--- config.mk ---
export PLATFORM = sky130hd
export DESIGN_NAME = round_sequencer
export DESIGN_NICKNAME = d
export VERILOG_FILES = /design/src/rtl/round_sequencer.sv
export SDC_FILE = /design/constraint.sdc
export NUM_CORES = 1
export LEC_CHECK = 0
export ABC_AREA = 1
export CORE_ASPECT_RATIO = 1.75
export CORE_UTILIZATION = 50
export DETAILED_ROUTE_END_ITERATION = 8
export PLACE_DENSITY = 0.85
export SLEW_MARGIN = 20
export SYNTH_ARGS = -nofsm -noshare
export SYNTH_HDL_FRONTEND = slang
export SYNTH_SLANG_ARGS = --single-unit
--- constraint.sdc ---
create_clock -name clk -period 2.8 [get_ports clk]
set_input_delay 0.56 -clock clk [delete_from_list [all_inputs] [get_ports clk]]
set_output_delay 0.56 -clock clk [all_outputs]
set_load 0.005 [all_outputs]
--- src/rtl/round_sequencer.sv ---
// ---------------------------------------------------------------------------
// round_sequencer
//
// Central round FSM for the pattern-memory game. Runs on the 1 kHz game
// clock. For each round it clears the sub-blocks, starts the pattern
// generator, the LED display and the input capture in turn, judges the
// result, then waits out an inter-round gap. It counts rounds and correct
// answers and produces the final score once the last round is judged.
//
// Ports:
//   clk           1 kHz game clock
//   rst           synchronous active-high reset, priority over everything
//   start         level chosen, sampled together with level
//   level[2:0]    one-hot level select (001 lv1, 010 lv2, 100 lv3)
//   gen_done      pattern generator finished
//   show_done     pattern display finished
//   inp_done      input trimming finished
//   round_win     compare result, valid while inp_done is high
//   sub_rst       one-cycle clear to generator, display and input blocks
//   gen_start     one-cycle start pulse to the pattern generator
//   show_start    one-cycle start pulse to the display
//   inp_start     one-cycle start pulse to input capture
//   pattern_mask  compare-enable mask per slot, decoded from the level
//   round_count   completed rounds
//   answer_count  correct rounds
//   score         final score, saturating at 127
//   busy          high in every state except IDLE and DONE
//   game_end      high in DONE
//   state         current state encoding, for debug
// ---------------------------------------------------------------------------
module round_sequencer #(
    parameter int NUM_ROUNDS     = 10,
    parameter int GAP_CYCLES     = 500,
    parameter int TIMEOUT_CYCLES = 10000,
    parameter int SCORE_PER_WIN  = 10
) (
    input  logic        clk,
    input  logic        rst,
    input  logic        start,
    input  logic [2:0]  level,
    input  logic        gen_done,
    input  logic        show_done,
    input  logic        inp_done,
    input  logic        round_win,
    output logic        sub_rst,
    output logic        gen_start,
    output logic        show_start,
    output logic        inp_start,
    output logic [15:0] pattern_mask,
    output logic [4:0]  round_count,
    output logic [3:0]  answer_count,
    output logic [6:0]  score,
    output logic        busy,
    output logic        game_end,
    output logic [2:0]  state
);

    // One timer serves both the input timeout and the inter-round gap, so it
    // is sized for whichever of the two is longer.
    localparam int TIMER_MAX = (GAP_CYCLES > TIMEOUT_CYCLES) ? GAP_CYCLES : TIMEOUT_CYCLES;
    localparam int TIMER_W   = $clog2(TIMER_MAX + 1);

    localparam logic [TIMER_W-1:0] GAP_LAST     = TIMER_W'(GAP_CYCLES - 1);
    localparam logic [TIMER_W-1:0] TIMEOUT_LAST = TIMER_W'(TIMEOUT_CYCLES - 1);
    localparam logic [4:0]         LAST_ROUND   = 5'(NUM_ROUNDS);

    typedef enum logic [2:0] {
        S_IDLE  = 3'd0,
        S_CLEAR = 3'd1,
        S_GEN   = 3'd2,
        S_SHOW  = 3'd3,
        S_INPUT = 3'd4,
        S_JUDGE = 3'd5,
        S_GAP   = 3'd6,
        S_DONE  = 3'd7
    } state_t;

    state_t               cur_state;
    state_t               next_state;
    logic [TIMER_W-1:0]   timer;
    logic                 first_cycle;
    logic                 win_q;
    logic                 level_ok;
    logic                 start_ok;
    logic                 timeout;
    logic [4:0]           round_next;
    logic [3:0]           answer_next;
    logic [31:0]          score_raw;
    logic [6:0]           score_sat;
    logic [15:0]          mask_decoded;

    // A start is only honoured with exactly one level bit set; anything else
    // (000, 011, 111, ...) is treated as if start never arrived.
    always_comb begin
        level_ok = (level == 3'b001) || (level == 3'b010) || (level == 3'b100);
        start_ok = start && level_ok;
    end

    // Compare mask per level: lv1 checks 8 slots, lv2 12 and lv3 all 16.
    always_comb begin
        mask_decoded = 16'hFFFF;
        case (level)
            3'b001:  mask_decoded = 16'h00FF;
            3'b010:  mask_decoded = 16'h0FFF;
            default: mask_decoded = 16'hFFFF;
        endcase
    end

    // Values the JUDGE cycle commits, plus the saturated final score that is
    // loaded on the way into DONE so it is already valid in the first DONE
    // cycle.
    always_comb begin
        timeout     = (timer == TIMEOUT_LAST);
        round_next  = round_count + 5'd1;
        answer_next = answer_count + {3'b000, win_q};
        score_raw   = 32'(SCORE_PER_WIN) * {28'd0, answer_next};
        score_sat   = (score_raw > 32'd127) ? 7'd127 : score_raw[6:0];
    end

    // Next-state logic. Done inputs are only looked at in the state that
    // waits for them, which makes early strobes disappear and a held level
    // advance the FSM at most once per state entry.
    always_comb begin
        next_state = cur_state;
        case (cur_state)
            S_IDLE, S_DONE: begin
                if (start_ok) begin
                    next_state = S_CLEAR;
                end
            end
            S_CLEAR: next_state = S_GEN;
            S_GEN: begin
                if (gen_done) begin
                    next_state = S_SHOW;
                end
            end
            S_SHOW: begin
                if (show_done) begin
                    next_state = S_INPUT;
                end
            end
            S_INPUT: begin
                if (inp_done || timeout) begin
                    next_state = S_JUDGE;
                end
            end
            S_JUDGE: begin
                if (round_next == LAST_ROUND) begin
                    next_state = S_DONE;
                end else begin
                    next_state = S_GAP;
                end
            end
            S_GAP: begin
                if (timer == GAP_LAST) begin
                    next_state = S_CLEAR;
                end
            end
            default: next_state = S_IDLE;
        endcase
    end

    // Strobes fire only in the first cycle after a state entry, so a stage
    // that lingers waiting for its done input does not restart its block.
    always_comb begin
        sub_rst    = (cur_state == S_CLEAR);
        gen_start  = (cur_state == S_GEN)   && first_cycle;
        show_start = (cur_state == S_SHOW)  && first_cycle;
        inp_start  = (cur_state == S_INPUT) && first_cycle;
        busy       = (cur_state != S_IDLE) && (cur_state != S_DONE);
        game_end   = (cur_state == S_DONE);
        state      = cur_state;
    end

    // State register and entry bookkeeping. The timer restarts from zero on
    // every state change and only counts where it is actually used.
    always_ff @(posedge clk) begin
        if (rst) begin
            cur_state   <= S_IDLE;
            first_cycle <= 1'b0;
            timer       <= '0;
        end else begin
            cur_state   <= next_state;
            first_cycle <= (next_state != cur_state);
            if (next_state != cur_state) begin
                timer <= '0;
            end else if ((cur_state == S_INPUT) || (cur_state == S_GAP)) begin
                timer <= timer + 1'b1;
            end
        end
    end

    // Game bookkeeping: level mask, round result, counters and score. A
    // reset in the middle of a round simply drops the round since nothing
    // here is updated before JUDGE.
    always_ff @(posedge clk) begin
        if (rst) begin
            pattern_mask <= '0;
            round_count  <= '0;
            answer_count <= '0;
            score        <= '0;
            win_q        <= 1'b0;
        end else begin
            case (cur_state)
                S_IDLE, S_DONE: begin
                    if (start_ok) begin
                        pattern_mask <= mask_decoded;
                        round_count  <= '0;
                        answer_count <= '0;
                        score        <= '0;
                    end
                end
                S_INPUT: begin
                    // A real answer beats a timeout landing in the same cycle.
                    if (inp_done) begin
                        win_q <= round_win;
                    end else if (timeout) begin
                        win_q <= 1'b0;
                    end
                end
                S_JUDGE: begin
                    round_count  <= round_next;
                    answer_count <= answer_next;
                    if (round_next == LAST_ROUND) begin
                        score <= score_sat;
                    end
                end
                default: begin
                end
            endcase
        end
    end

endmodule

* Word level (Yosys, flattened, before mapping)
Index checks and enable logic that the tools add are counted.
Storage, ports and cells: flip-flop bits (word level) 51, latch bits 0, bits in writable memories 0, ROM bits 0, input bits 10, output and inout bits 41, word-level logic and storage cells 67, memories 0
Cells by class: add/sub/neg operators 3, multiply operators 1, divide/modulo/power cells 0, $lt $le $gt $ge 1, equal/unequal tests 17, shift operators 0, multiplexer cells 18, bitwise gates (word level) 0, reduce and logical (&&, ||, !) cells 19
Operators with widths (number):
- $pmux W16 S2 | 1
- $mux W7 | 3
- $pmux W3 S7 | 1
- $eq A3 B3 Y1 const B | 5
- $mux W3 | 5
- $add A14 B1 Y14 const B | 1
- $eq A14 B14 Y1 const B | 1
- $eq A14 B9 Y1 const B | 1
- $pmux W7 S2 | 1
- $pmux W5 S2 | 1
- $eq A3 B2 Y1 const B | 3
- $gt A8 B7 Y1 const B | 1
- $pmux W4 S2 | 1
- $mul A3 B4 Y7 const A | 1
- $eq A3 B1 Y1 const B | 2
- $reduce_and A2 Y1 | 3
- $add A5 B1 Y5 const B | 1
- $eq A5 B4 Y1 const B | 1
- $logic_and A1 B1 Y1 | 5
- $mux W5 | 1
- $add A4 B1 Y4 | 1
- $logic_or A1 B1 Y1 | 4
- $mux W4 | 1
- $ne A2 B2 Y1 const B | 2
- other kinds (8) | 12

* Logic depth before layout (Yosys ltp)
depth after elaboration 8, gate-level depth with buffers 13, gate-level depth less buffers 12

* Worst setup path after synthesis
OpenSTA, ideal clock, no wires.
kind register to register, start register answer_count[0], end register score[6], setup time 0.070 ns, arrival 2.043 ns, setup slack 0.687 ns, cell stages (with the launch flop) 10, buffers on the path 0, period minus slack after synthesis 2.113 ns, cells stage by stage dfxtp_1 ha_1 nand3_1 xnor2_1 ha_1 ha_1 fa_1 a31oi_1 o21ai_0 a21oi_1
On the way: cells in the longest elaborated chain, start to end 6
Ends and longest elaborated chain:
- start: declaration | line 51 | output logic [3:0] answer_count,
- start signal: assignment | line 223 | answer_count <= answer_next;
- $add A4 B1 Y4 (*) | line 115 | answer_next = answer_count + {3'b000, win_q};
- $mul A3 B4 Y7 (*) | line 116 | score_raw = 32'(SCORE_PER_WIN) * {28'd0, answer_next};
- $gt A8 B7 Y1 | line 117 | score_sat = (score_raw > 32'd127) ? 7'd127 : score_raw[6:0];
- $mux W7 (*) | line 117
- $mux W7 (*) | line 224 | if (round_next == LAST_ROUND) begin
- $pmux W7 S2 (*) | line 204 | case (cur_state)
- end signal: assignment | line 225 | score <= score_sat;
- end: declaration | line 52 | output logic [6:0] score,
Mark *: on every way between the ends. The rest lies on a longest branch, timed or not. The select of a mux whose other input is x is not followed. A chain may end at the register's enable or synchronous reset.

* Final worst setup path
Ends and elaborated chain as after synthesis.

==> impl_metrics.toml <==
[route]
routed_wl_um = 4860
wl_met1_um = 1870
drt_first_pass_iters = 4
top_layer_used = "met4"
ant_nets = 0
drtIter0Drc = 56
drc = 0
route.met3.wl_um = 152
num_vias = 2020
wire_per_inst_um = 12.4
dr_wl_met2_um = 2770
via_per_inst = 5.17

[placement]
place_area_sq_mm = 0.00261
place_hpwl_um = 3700
gp_congestion = 0.804
port_buffers = 50

[clock_network]
numCtsBuffers = 5
cts_tree = "built"
clk_path_buf_depth = 2
cts_resized = 0
clock-sinks = 38
post_cts_buffers = 0
path_clk_slew_ns = 0.08
htree_levels = 2
clk-insertion-delay-late_ns = 0.29
cts_hold_buf = 0
cts_root_buffer = "clkbuf_8"

[critical_path]
crit_arrival_ns = 2.59
max_stage_delay_ns = 0.39
cp-end-kind = "register"
critPathRequiredTime_ns = 3.03
worst-setup-path-type = "register to register"
path_cells = "ha_1, nand3_1, xnor2_1, ha_1, ha_1, fa_1, a31oi_1, o21ai_0, a21oi_1"
path_common_cell = "ha_1"
timing.critical_path.from_type = "register"
path_max_fanout = 4
slowest_stage = "fa_1"

[final_layout]
layout_commonest_cell = "nand2_1"
layout-drive-gt1-share_pct = 8.77
area_delta_synth_final_pct = 25.6
design_area_sq_mm = 0.00270
layout_common_cells = "nand2_1, clkdlybuf4s50_1, dfxtp_1"
num_antenna_cells = 0
fin_nets = 361

[power]
vdd_drop_max_mv = 0.586
pwr_density_cell_mw_per_mm2 = 702
power.leakage_nw = 1.13

[synth]
yosysTopAreaCellShare_pct = 35.3
yosys-top-cells-area = "dfxtp_1, nand2_1, inv_1, nor2_1, ha_1"
syn-cell-area_sq_mm = 0.00215
avgSynthCellArea_sq_um = 7.20
ys_types = 32
synth_warnings = 0
ys_ff_latch = 38
yosysTopAreaCell = "dfxtp_1"
ys_seq_area_share_pct = 35.3
synth_nets = 319
synth_cells = 299

[grt]
antenna_found_initial = 0
grt.overflow.total = 0
grt_usage_pct = 23.1
grt_max_degree = 19
grt_pass1_wl_um = 8090
grt_pass1_vias = 1959

[floorplanning]
dieArea_sq_mm = 0.00458
dieWidth_um = 51.6
start_util_pct = 52.3
die_y_um = 88.8
fp.coreArea_sq_mm = 0.00411
ios = 51
rows = 31

[sta]
hold_violations = 0
finalSetupTns_ns = 0
finalCritPeriodShare_pct = 84.3
setup_viol = 0
fin_crit_ns = 2.36
clock_skew_ns = 0.00880
rsz0062_at_grt = "false"
relSlewSlack_pct = 72.3
max_freq_mhz = 424
worst_pin_slew_ns = 0.414
drv_slew = 0

[flow_run]
cap_violations = 0

[hold_path]
hp-class = "register to register"

[outcome]
status = "completed"
==> worst max-delay path: cells and delay by family, from the launching register on <==
family	cells	cell delay, ns
fa+ha+maj	4	1.11
compound gates	3	0.40
flops	1	0.37
xor+xnor	1	0.31
simple gates	1	0.11
==> logic make-up (layout without fill, tap and decap cells) <==
group,after synthesis,count (layout),share of synthesized area [%]
mux,1,1,0.523
compound gates,38,38,9.77
fa+ha+maj,10,10,6.16
simple gates,141,141,29.5
xor+xnor,16,16,6.51
flops,38,38,35.3
buf+inv,55,98,12.2
==> power breakdown <==
| part | leakage (nW) | total (mW) | switching (mW) | internal [mW] |
|---|---|---|---|---|
| clock | 0.0472 | 0.399 | 0.201 | 0.198 |
| sequential | 0.308 | 0.685 | 0.0767 | 0.609 |
| combinational | 0.771 | 0.814 | 0.449 | 0.366 |
==> flip-flops by register name, summed over array words and instances (netlist names) <==
signal	flops
timer	14
score	7
round_count	5
answer_count	4
pattern_mask	3
state	3
first_cycle	1
win_q	1
==> synthesized netlist by cell type, drive strengths merged <==
cell type  count
a211oi         1
a21oi         22
a311oi         1
a31oi          2
buf           15
clkbuf         2
dfxtp         38
fa             1
ha             9
inv           38
mux2           1
nand2         67
nand3         17
nand3b         2
nand4          6
nor2          45
nor3           4
o21a           1
o21ai          9
o22ai          1
o311ai         1
xnor2          7
xor2           9
==> final timing paths <==
check / depth (start not counted) / end / startpoint / slack (ns)
min reg2reg: 2 / win_q / win_q / 0.48
max: 9 / score[6] / answer_count[0] / 0.44
min: 2 / win_q / win_q / 0.48
max reg2reg: 9 / score[6] / answer_count[0] / 0.44
==> through the flow <==
| step | power [mW] | setup WS (ns) | hold WS (ns) | util [%] | cells |
|---|---|---|---|---|---|
| floorplan | 1.22 | 0.687 | 0.444 | - | 299 |
| global placement | 1.49 | 0.356 | 0.468 | 63.5 | 383 |
| detailed placement | 1.50 | 0.305 | 0.473 | 63.5 | 383 |
| CTS | 1.91 | 0.433 | 0.485 | 65.8 | 391 |
| global route | 2.02 | 0.306 | 0.502 | 65.8 | 391 |
| finish | 1.90 | 0.439 | 0.478 | 65.8 | 391 |
==> final cells by class <==
class	count	area [sq um]
clock buffers	6	82.6
well taps	49	61.3
fillers	381	1410
clock inverters	2	12.5
inverters	38	143
repair buffers	52	515
multi-input cells	206	1130
flip-flops and latches	38	761
==> metal layers <==
metal	vias up	GRT usage, %
li1	1028	-
met1	945	23.2
met2	41	44.5
met3	6	3.95
met4	0	10.6
met5	-	0
Note: power is estimated with default switching activity, not from simulation.
